===== config.mk =====
export PLATFORM = sky130hd
export DESIGN_NAME = mult_32
export DESIGN_NICKNAME = d
export VERILOG_FILES = /design/src/rtl/mult_32.sv
export SDC_FILE = /design/constraint.sdc
export NUM_CORES = 1
export LEC_CHECK = 0
export BUFFER_PORTS_ARGS = -buffer_cell sky130_fd_sc_hd__buf_2
export CAP_MARGIN = 10
export CORE_UTILIZATION = 28
export DETAILED_ROUTE_END_ITERATION = 16
export PLACE_DENSITY = 0.45
export SYNTH_ARGS = -nofsm -noshare
export SYNTH_HDL_FRONTEND = slang
export SYNTH_SLANG_ARGS = --single-unit

===== constraint.sdc =====
create_clock -name clk -period 7.06 [get_ports clk]
set_input_delay 1.412 -clock clk [delete_from_list [all_inputs] [get_ports clk]]
set_output_delay 1.412 -clock clk [all_outputs]
set_load 0.05 [all_outputs]

===== src/rtl/mult_32.sv =====
// mult_32: sequential unsigned shift-add multiplier, one partial-product step
// per clock. A launch takes 32 steps; the 64-bit product is then published on
// the registered hi/lo pair together with a one-cycle done pulse.
//
// Ports:
//   clk          rising-edge clock
//   rst          asynchronous active-high reset (aborts any operation)
//   hi, lo       upper/lower half of the last completed product
//   multiplier   operand A, captured at launch
//   multiplicand operand B, captured at launch
//   start        launch request, honoured only while idle
//   busy         high while an operation is in progress
//   done         one-cycle pulse when hi/lo receive a new result
module mult_32 #(
  parameter int unsigned WIDTH = 32
) (
  input  logic             clk,
  input  logic             rst,
  output logic [WIDTH-1:0] hi,
  output logic [WIDTH-1:0] lo,
  input  logic [WIDTH-1:0] multiplier,
  input  logic [WIDTH-1:0] multiplicand,
  input  logic             start,
  output logic             busy,
  output logic             done
);

  localparam int unsigned CW = $clog2(WIDTH);

  typedef enum logic {IDLE, RUN} state_t;

  state_t state, state_next;

  logic [WIDTH-1:0]   m_reg;   // latched multiplicand
  logic [2*WIDTH:0]   p_reg;   // {carry, upper, lower}
  logic [CW-1:0]      count;
  logic               launch;
  logic               last;
  logic [WIDTH:0]     sum;
  logic [2*WIDTH:0]   p_step;

  assign launch = (state == IDLE) && start;
  assign last   = (count == CW'(WIDTH - 1));

  // One step: conditional add into {carry, upper}, then shift the whole
  // working register right with a zero entering at the top. The carry bit is
  // always zero before the add (it was shifted out), so it can seed the sum.
  always_comb begin
    sum = p_reg[2*WIDTH:WIDTH];
    if (p_reg[0]) begin
      sum = sum + {1'b0, m_reg};
    end
    p_step = {1'b0, sum, p_reg[WIDTH-1:1]};
  end

  // State register
  always_ff @(posedge clk or posedge rst) begin
    if (rst) begin
      state <= IDLE;
    end else begin
      state <= state_next;
    end
  end

  // Next-state logic
  always_comb begin
    state_next = state;
    unique case (state)
      IDLE: if (start) state_next = RUN;
      RUN:  if (last)  state_next = IDLE;
      default: state_next = IDLE;
    endcase
  end

  // Outputs
  always_comb begin
    busy = (state == RUN);
  end

  // Datapath and result registers
  always_ff @(posedge clk or posedge rst) begin
    if (rst) begin
      m_reg <= '0;
      p_reg <= '0;
      count <= '0;
      hi    <= '0;
      lo    <= '0;
      done  <= 1'b0;
    end else begin
      done <= (state == RUN) && last;
      if (launch) begin
        m_reg <= multiplicand;
        p_reg <= {1'b0, {WIDTH{1'b0}}, multiplier};
        count <= '0;
      end else if (state == RUN) begin
        p_reg <= p_step;
        count <= count + CW'(1);
        if (last) begin
          hi <= p_step[2*WIDTH-1:WIDTH];
          lo <= p_step[WIDTH-1:0];
        end
      end
    end
  end

endmodule


==> results.sh, run 1 <==
export IMPL_min_period_ns=3.55
export IMPL_async_flop_share_pct=100
export IMPL_numCtsBuffers=17
export IMPL_dp_final_hpwl_um=16100
export IMPL_maxSlewHeadroom_pct=25.6
export IMPL_worstHoldEndpoint="hi[22]"
export IMPL_core_um2=30000
export IMPL_yosysSeqAreaShare_pct=48.4
export IMPL_die_h_um=178
export IMPL_drt_iter0_markers=349
export IMPL_grt_pass1_vias=6794
export IMPL_cp_cell_sequence="buf_4 -> buf_2"
export IMPL_synth_area_um2=8630
export IMPL_die_area_um2=31500
export IMPL_pin_count=133
export IMPL_drive_gt1_share_pct=22.2
export IMPL_maxSlewViolCount=0
export IMPL_critPathLaunchType="flip-flop"
export IMPL_grt_usage_pct=15.6
export IMPL_critical_path_top_delay_family="buffers and inverters"
export IMPL_synthTopCellsByCount="nand2_1, dfrtp_1, o21ai_0"
export IMPL_rrSetupSlack_ns=3.81
export IMPL_routedWlPerCell_um=16.9
export IMPL_grt_max_degree=92
export IMPL_clk_pin_slew_worst_paths_ns=0.07
export IMPL_setup_viol=0
export IMPL_maxCapViolCount=0
export IMPL_pre_cts_ws_ns=3.18
export IMPL_via_per_inst=4.83
export IMPL_netlist_area_leader_share_pct=48.4
export IMPL_clk_path_buf_depth=2
export IMPL_fin_cells=1393
export IMPL_hp_start="hi[22]"
export IMPL_finalCritPeriodShare_pct=50.3
export IMPL_initial_core_util_pct=28.8
export IMPL_clock_sinks=167
export IMPL_required_ns=5.65
export IMPL_hold_violations=0
export IMPL_worstHoldPathType="flip-flop to flip-flop"
export IMPL_port_buffers=132
export IMPL_syn_inst=884
export IMPL_post_synth_top_count_cell="nand2_1"
export IMPL_r2r_start="p_reg[32]"
export IMPL_drtPass1Iterations=4
export IMPL_p_leak_nw=5.04
export IMPL_vdd_drop_max_uv=207
export IMPL_r2r_end="hi[27]"
export IMPL_htree_levels=4
export IMPL_fmax_ghz=0.281
export IMPL_synth_area_leaders="dfrtp_1, nand2_1, mux2i_1, ha_1, o21ai_0"
export IMPL_ys_types=63
export IMPL_cts_tree="done"
export IMPL_drc_errors=0
export IMPL_cts_hold_buf=0
export IMPL_fillers=3153
export IMPL_ys_flop_type="dfrtp_1"
export IMPL_min_path_cells=2
export IMPL_rsz0062_at_grt="no"
export IMPL_crit_arrival_ns=2.14
export IMPL_path_buf_inv=2
export IMPL_synth_edf_count=0
export IMPL_multi_input_area_um2=4150
export IMPL_drt_total_wl_um=23500
export IMPL_antenna_found_initial=1
export IMPL_max_stage_delay_ns=0.79
export IMPL_register_area_um2=4180
export IMPL_placed_cells=1360
export IMPL_reg2reg_depth=11
export IMPL_finalSetupTns_ns=0
export IMPL_ant_nets=0
export IMPL_status="finished clean"
export IMPL_clk_insertion_delay_late_ns=0.44
export IMPL_globalplace_congestion=0.832
export IMPL_clock_skew_ns=0.0148
export IMPL_critPathSlowestCell="dfrtp_2"
export IMPL_final_util_pct=34.0
export IMPL_die_w_um=178
export IMPL_finalNetCount=1091
export IMPL_postCtsSetupBuffers=0
export IMPL_crit_path_end_kind="output pin"
export IMPL_power_density_nw_per_um2=564
export IMPL_cts_root_buf="clkbuf_16"
export IMPL_critPathKind="flip-flop to output pin"
export IMPL_path_max_fanout=56
export IMPL_fin_ws_ns=3.51
export IMPL_syn_area_per_cell_um2=9.76
export IMPL_tightest_slew_ns=1.11
export IMPL_via_count=6734
export IMPL_largest_register_ffs=64
export IMPL_yosysTopAreaCell="dfrtp_1"
export IMPL_grt_ovfl_total=0
export IMPL_synth_seq_cells=167
export IMPL_yosysWarnings=0
export IMPL_rows=63
export IMPL_grt_pass1_wl_um=38000
export IMPL_mappedNetlistNets=986
export IMPL_power_mw=5.74
export IMPL_area_growth_pct=17.9
export IMPL_cts_resized=0
[power by group]
part / leakage [nW] / internal (mW) / switching (mW) / total, mW
Sequential: 2.10 / 1.40 / 0.329 / 1.73
Clock: 0.288 / 0.544 / 0.421 / 0.965
Combinational: 2.66 / 1.08 / 1.96 / 3.04
Total: 5.04 / 3.03 / 2.71 / 5.74
[placed cells by master, fill, tap and decap left out, types with 4 or more instances in the layout]
cell type  instances
o21ai_0           79
clkbuf_16         17
nor2b_1            4
buf_4              7
o21ai_1           16
or3_1              7
nor3_1             8
nand4_1            5
nor2_1            26
mux2_2            32
nand3_1           23
xnor2_1           10
inv_1              7
a22o_1             4
a21oi_1           41
a31oi_1            5
and3_1            15
mux2i_1           56
dfrtp_1          165
xor2_1            11
ha_1              34
a21o_1            13
nand2_1          201
a211oi_1           7
buf_2            132
[logic make-up (layout without fill, tap and decap cells)]
group	count (synthesis)	in the layout	share of synthesized area, %
AO/OA/AOI/OAI	210	210	15.0
XOR/XNOR	21	21	2.13
adder cells (fa/ha/maj)	35	35	5.16
buffers and inverters	62	180	3.80
flip-flops	167	167	48.4
multiplexers	89	89	10.8
other	0	1	0
AND/OR/NAND/NOR	300	300	14.7
[cell type report]
type	instances	area share, %
diodes	1	0.0246
clock buffers	19	4.45
clock inverters	13	1.41
inverters	9	0.455
multi-input cells	655	40.8
flip-flops and latches	167	41.1
well taps	390	4.80
repair buffers	139	7.01
[per-layer routing]
| metal | GRT usage (%) | share of wire (%) | routed length, µm |
|---|---|---|---|
| met2 | 24.9 | 47 | 11000 |
| met4 | 4.56 | 1.4 | 337 |
| met3 | 2.76 | 3.1 | 720 |
| met1 | 21.5 | 49 | 11500 |
| met5 | 0 | 0 | 0 |
[how the worst max path moves through the flow]
stage | startpoint | endpoint | slack, ns | cells after the start
5_1_grt | busy | busy | 3.34 | 2
4_1_cts | busy | busy | 3.46 | 2
2_1_floorplan | rst | busy | 1.13 | 1
3_5_place_dp | start | m_reg[16] | 3.18 | 5
6_report | busy | busy | 3.51 | 2
3_3_place_gp | start | m_reg[11] | 3.19 | 5
[per-stage QoR]
stage | hold slack (ns) | cell area, µm²
2_1_floorplan | 0.453 | 8630
3_3_place_gp | 0.456 | 9580
3_5_place_dp | 0.458 | 9580
4_1_cts | 0.475 | 10200
5_1_grt | 0.501 | 10200
6_report | 0.472 | 10200
[tightest hold or removal path, cell delays in order (launching register included)]
cell	delay, ns
dfrtp_1	0.34
nand2_1	0.05
nand2_1	0.05
Power figures use the tool's default switching activity.
==> inputs of run 2 (changes only) <==
--- a/config.mk
+++ b/config.mk
@@ -5,6 +5,7 @@
 export SDC_FILE = /design/constraint.sdc
 export NUM_CORES = 1
 export LEC_CHECK = 0
+export ABC_AREA = 1
 export BUFFER_PORTS_ARGS = -buffer_cell sky130_fd_sc_hd__buf_2
 export CAP_MARGIN = 10
 export CORE_UTILIZATION = 28
==> constraint.sdc (replaced) <==
create_clock -name clk -period 3.3 [get_ports clk]
set_input_delay 0.66 -clock clk [delete_from_list [all_inputs] [get_ports clk]]
set_output_delay 0.66 -clock clk [all_outputs]
set_load 0.05 [all_outputs]
==> run 2 against run 1 <==
  * Utilization increased by 0.42 points
  * Critical endpoint is now p_reg[59]
  * Largest power group unchanged
  * Combinational power increased to 2.6 times the previous value
  * Clock power increased by 120%
  * Power increased by 140%
  * Register-to-register slack got worse by 2.7 ns
  * Sequential share of layout area decreased by 3.0 points
  * Highest routed layer unchanged
  * Routed wire length increased by 19%
  * Hold slack got worse by 0.21 ns
  * Synthesized cell count increased by 40%
  * Die area increased by 6.0%
==> results.sh, run 2 <==
export IMPL_core_um2=31900
export IMPL_die_w_um=183
export IMPL_drtPass1Iterations=5
export IMPL_syn_inst=1237
export IMPL_rsz0062_at_grt="no"
export IMPL_ant_nets=0
export IMPL_crit_arrival_ns=2.56
export IMPL_min_period_ns=2.23
export IMPL_numCtsBuffers=17
export IMPL_setup_viol=0
export IMPL_layout_commonest_cell="nand2_1"
export IMPL_maxSlewViolCount=0
export IMPL_critPathLaunchType="flip-flop"
export IMPL_drt_iter0_markers=451
export IMPL_switching_share_pct=51.8
export IMPL_die_h_um=183
export IMPL_routedWlPerCell_um=15.5
export IMPL_htree_levels=4
export IMPL_fin_ws_ns=1.07
export IMPL_placed_cells=1777
export IMPL_tightest_slew_ns=0.958
export IMPL_p_int_mw=6.58
export IMPL_finalSetupTns_ns=0
export IMPL_synthTopCellsByCount="nand2_1, dfrtp_1, inv_1"
export IMPL_antenna_found_initial=1
export IMPL_syn_area_per_cell_um2=7.40
export IMPL_grt_pass1_wl_um=45000
export IMPL_status="finished clean"
export IMPL_mostFrequentLayoutCells="nand2_1, dfrtp_1, inv_1"
export IMPL_critPathKind="flip-flop to flip-flop"
export IMPL_grt_ovfl_total=0
export IMPL_fmax_ghz=0.448
export IMPL_required_ns=3.63
export IMPL_synth_edf_count=0
export IMPL_power_density_nw_per_um2=1250
export IMPL_finalCritPeriodShare_pct=67.7
export IMPL_p_switching_mw=7.08
export IMPL_drc_errors=0
export IMPL_via_count=8051
export IMPL_ys_flop_type="dfrtp_1"
export IMPL_largest_register_ffs=64
export IMPL_die_area_um2=33400
export IMPL_power_frac_clock_pct=15.6
export IMPL_yosysWarnings=0
export IMPL_pwr_share_comb_pct=57.6
export IMPL_cts_resized=0
export IMPL_vdd_drop_max_uv=556
export IMPL_finalNetCount=1463
export IMPL_globalplace_congestion=0.864
export IMPL_cts_tree="done"
export IMPL_yosysTopAreaCell="dfrtp_1"
export IMPL_rows=65
export IMPL_maxSlewHeadroom_pct=36.2
export IMPL_clock_skew_ns=0.0152
export IMPL_ys_types=35
export IMPL_post_synth_top_count_cell="nand2_1"
export IMPL_clk_path_buf_depth=2
export IMPL_clk_pin_slew_worst_paths_ns=0.08
export IMPL_crit_path_end_kind="flip-flop"
export IMPL_fin_cells=1810
export IMPL_hold_violations=0
export IMPL_p_leak_nw=6.07
export IMPL_synth_seq_cells=167
export IMPL_grt_usage_pct=17.5
export IMPL_clock_sinks=167
export IMPL_grt_max_degree=98
export IMPL_pin_count=133
export IMPL_via_per_inst=4.45
export IMPL_drt_total_wl_um=28000
export IMPL_area_growth_pct=19.7
export IMPL_synth_area_um2=9160
export IMPL_async_flop_share_pct=100
export IMPL_grt_pass1_vias=7828
export IMPL_cts_hold_buf=0
export IMPL_port_buffers=132
export IMPL_mappedNetlistNets=1339
export IMPL_final_util_pct=34.4
export IMPL_worstHoldPathType="input pin to async pin"
export IMPL_drive_gt1_share_pct=16.3
export IMPL_synth_area_leaders="dfrtp_1, nand2_1, inv_1, nand3_1, ha_1"
export IMPL_initial_core_util_pct=28.7
export IMPL_yosysSeqAreaShare_pct=45.6
export IMPL_pre_cts_ws_ns=1.06
export IMPL_postCtsSetupBuffers=0
export IMPL_p_seq_share_pct=26.9
export IMPL_maxCapViolCount=0
export IMPL_cts_root_buf="clkbuf_16"
export IMPL_clk_insertion_delay_late_ns=0.45
export IMPL_netlist_area_leader_share_pct=45.6
export IMPL_dp_final_hpwl_um=20600
export IMPL_path_max_fanout=4
## run 2: cell types whose count changed after synthesis, moves of 16 or more
cell      previous run  this run
mux2i_1             56         0
nand3_1             23        88
o221ai_1             0        23
nand2_1            202       519
mux2_2              32         0
a21oi_1             41        21
or2_2                0        16
o21ai_0             79        46
inv_1                8       159
## run 2: worst max-delay path: stages (launching register included)
cell,delay [ns]
dfrtp_1,0.38
ha_1,0.25
fa_1,0.45
nand3_1,0.10
nand3_1,0.13
nand3_1,0.10
nand3_1,0.18
nand2_1,0.17
nand2_1,0.07
nand2_1,0.06
nand3_1,0.08
nand3_1,0.10
nand2_1,0.05
## run 2: kinds of logic after synthesis
logic type	synth area share, %
and+or+nand+nor	31.7
buffers and inverters	8.55
AOI/OAI and AO/OA	7.86
DFF	45.6
xor gates and xnor gates	1.34
adders and majority gates	4.86
## run 2: area by class of cell
type / instances / area, µm²
Clock buffer: 17 / 425
Multi-Input combinational cell: 866 / 4200
Fill cell: 3471 / 20900
Antenna cell: 1 / 2.50
Clock inverter: 15 / 191
Inverter: 162 / 612
Tap cell: 435 / 544
Sequential cell: 167 / 4180
Timing Repair Buffer: 147 / 811
## run 2: power groups by stage
stage | logic, mW | registers (mW) | clock network (mW)
detailed placement | 7.89 | 3.71 | 0
floorplan | 4.78 | 4.73 | 0
global placement | 7.87 | 3.71 | 0
global route | 8.83 | 3.80 | 2.28
finish | 7.87 | 3.67 | 2.13
CTS | 7.92 | 3.68 | 2.20
## run 2: final timing paths
| check | startpoint | to | slack (ns) | depth (start not counted) |
|---|---|---|---|---|
| setup / recovery | m_reg[0] | p_reg[59] | 1.07 | 12 |
| hold / removal | rst | hi[11] | 0.27 | 2 |
| setup reg to reg | m_reg[0] | p_reg[59] | 1.07 | 12 |
| hold reg to reg | hi[30] | hi[30] | 0.48 | 2 |
| max in group asynchronous | rst | p_reg[10] | 2.32 | 3 |
| min in group clk | multiplicand[25] | m_reg[25] | 0.41 | 3 |
## run 2: per-layer routing
metal | share of wire, % | track usage [%]
met1 | 50 | 24.4
met2 | 46 | 28.1
met3 | 3.1 | 2.90
met4 | 1.4 | 4.67
met5 | 0 | 0
## run 2: stage by stage
stage / area [µm²] / hold slack (ns) / power, mW
final: 11000 / 0.267 / 13.7
after global routing: 11000 / 0.285 / 14.9
after CTS: 11000 / 0.263 / 13.8
after detailed placement: 10300 / 0.465 / 11.6
after global placement: 10300 / 0.461 / 11.6
after floorplan: 9160 / 0.455 / 9.51
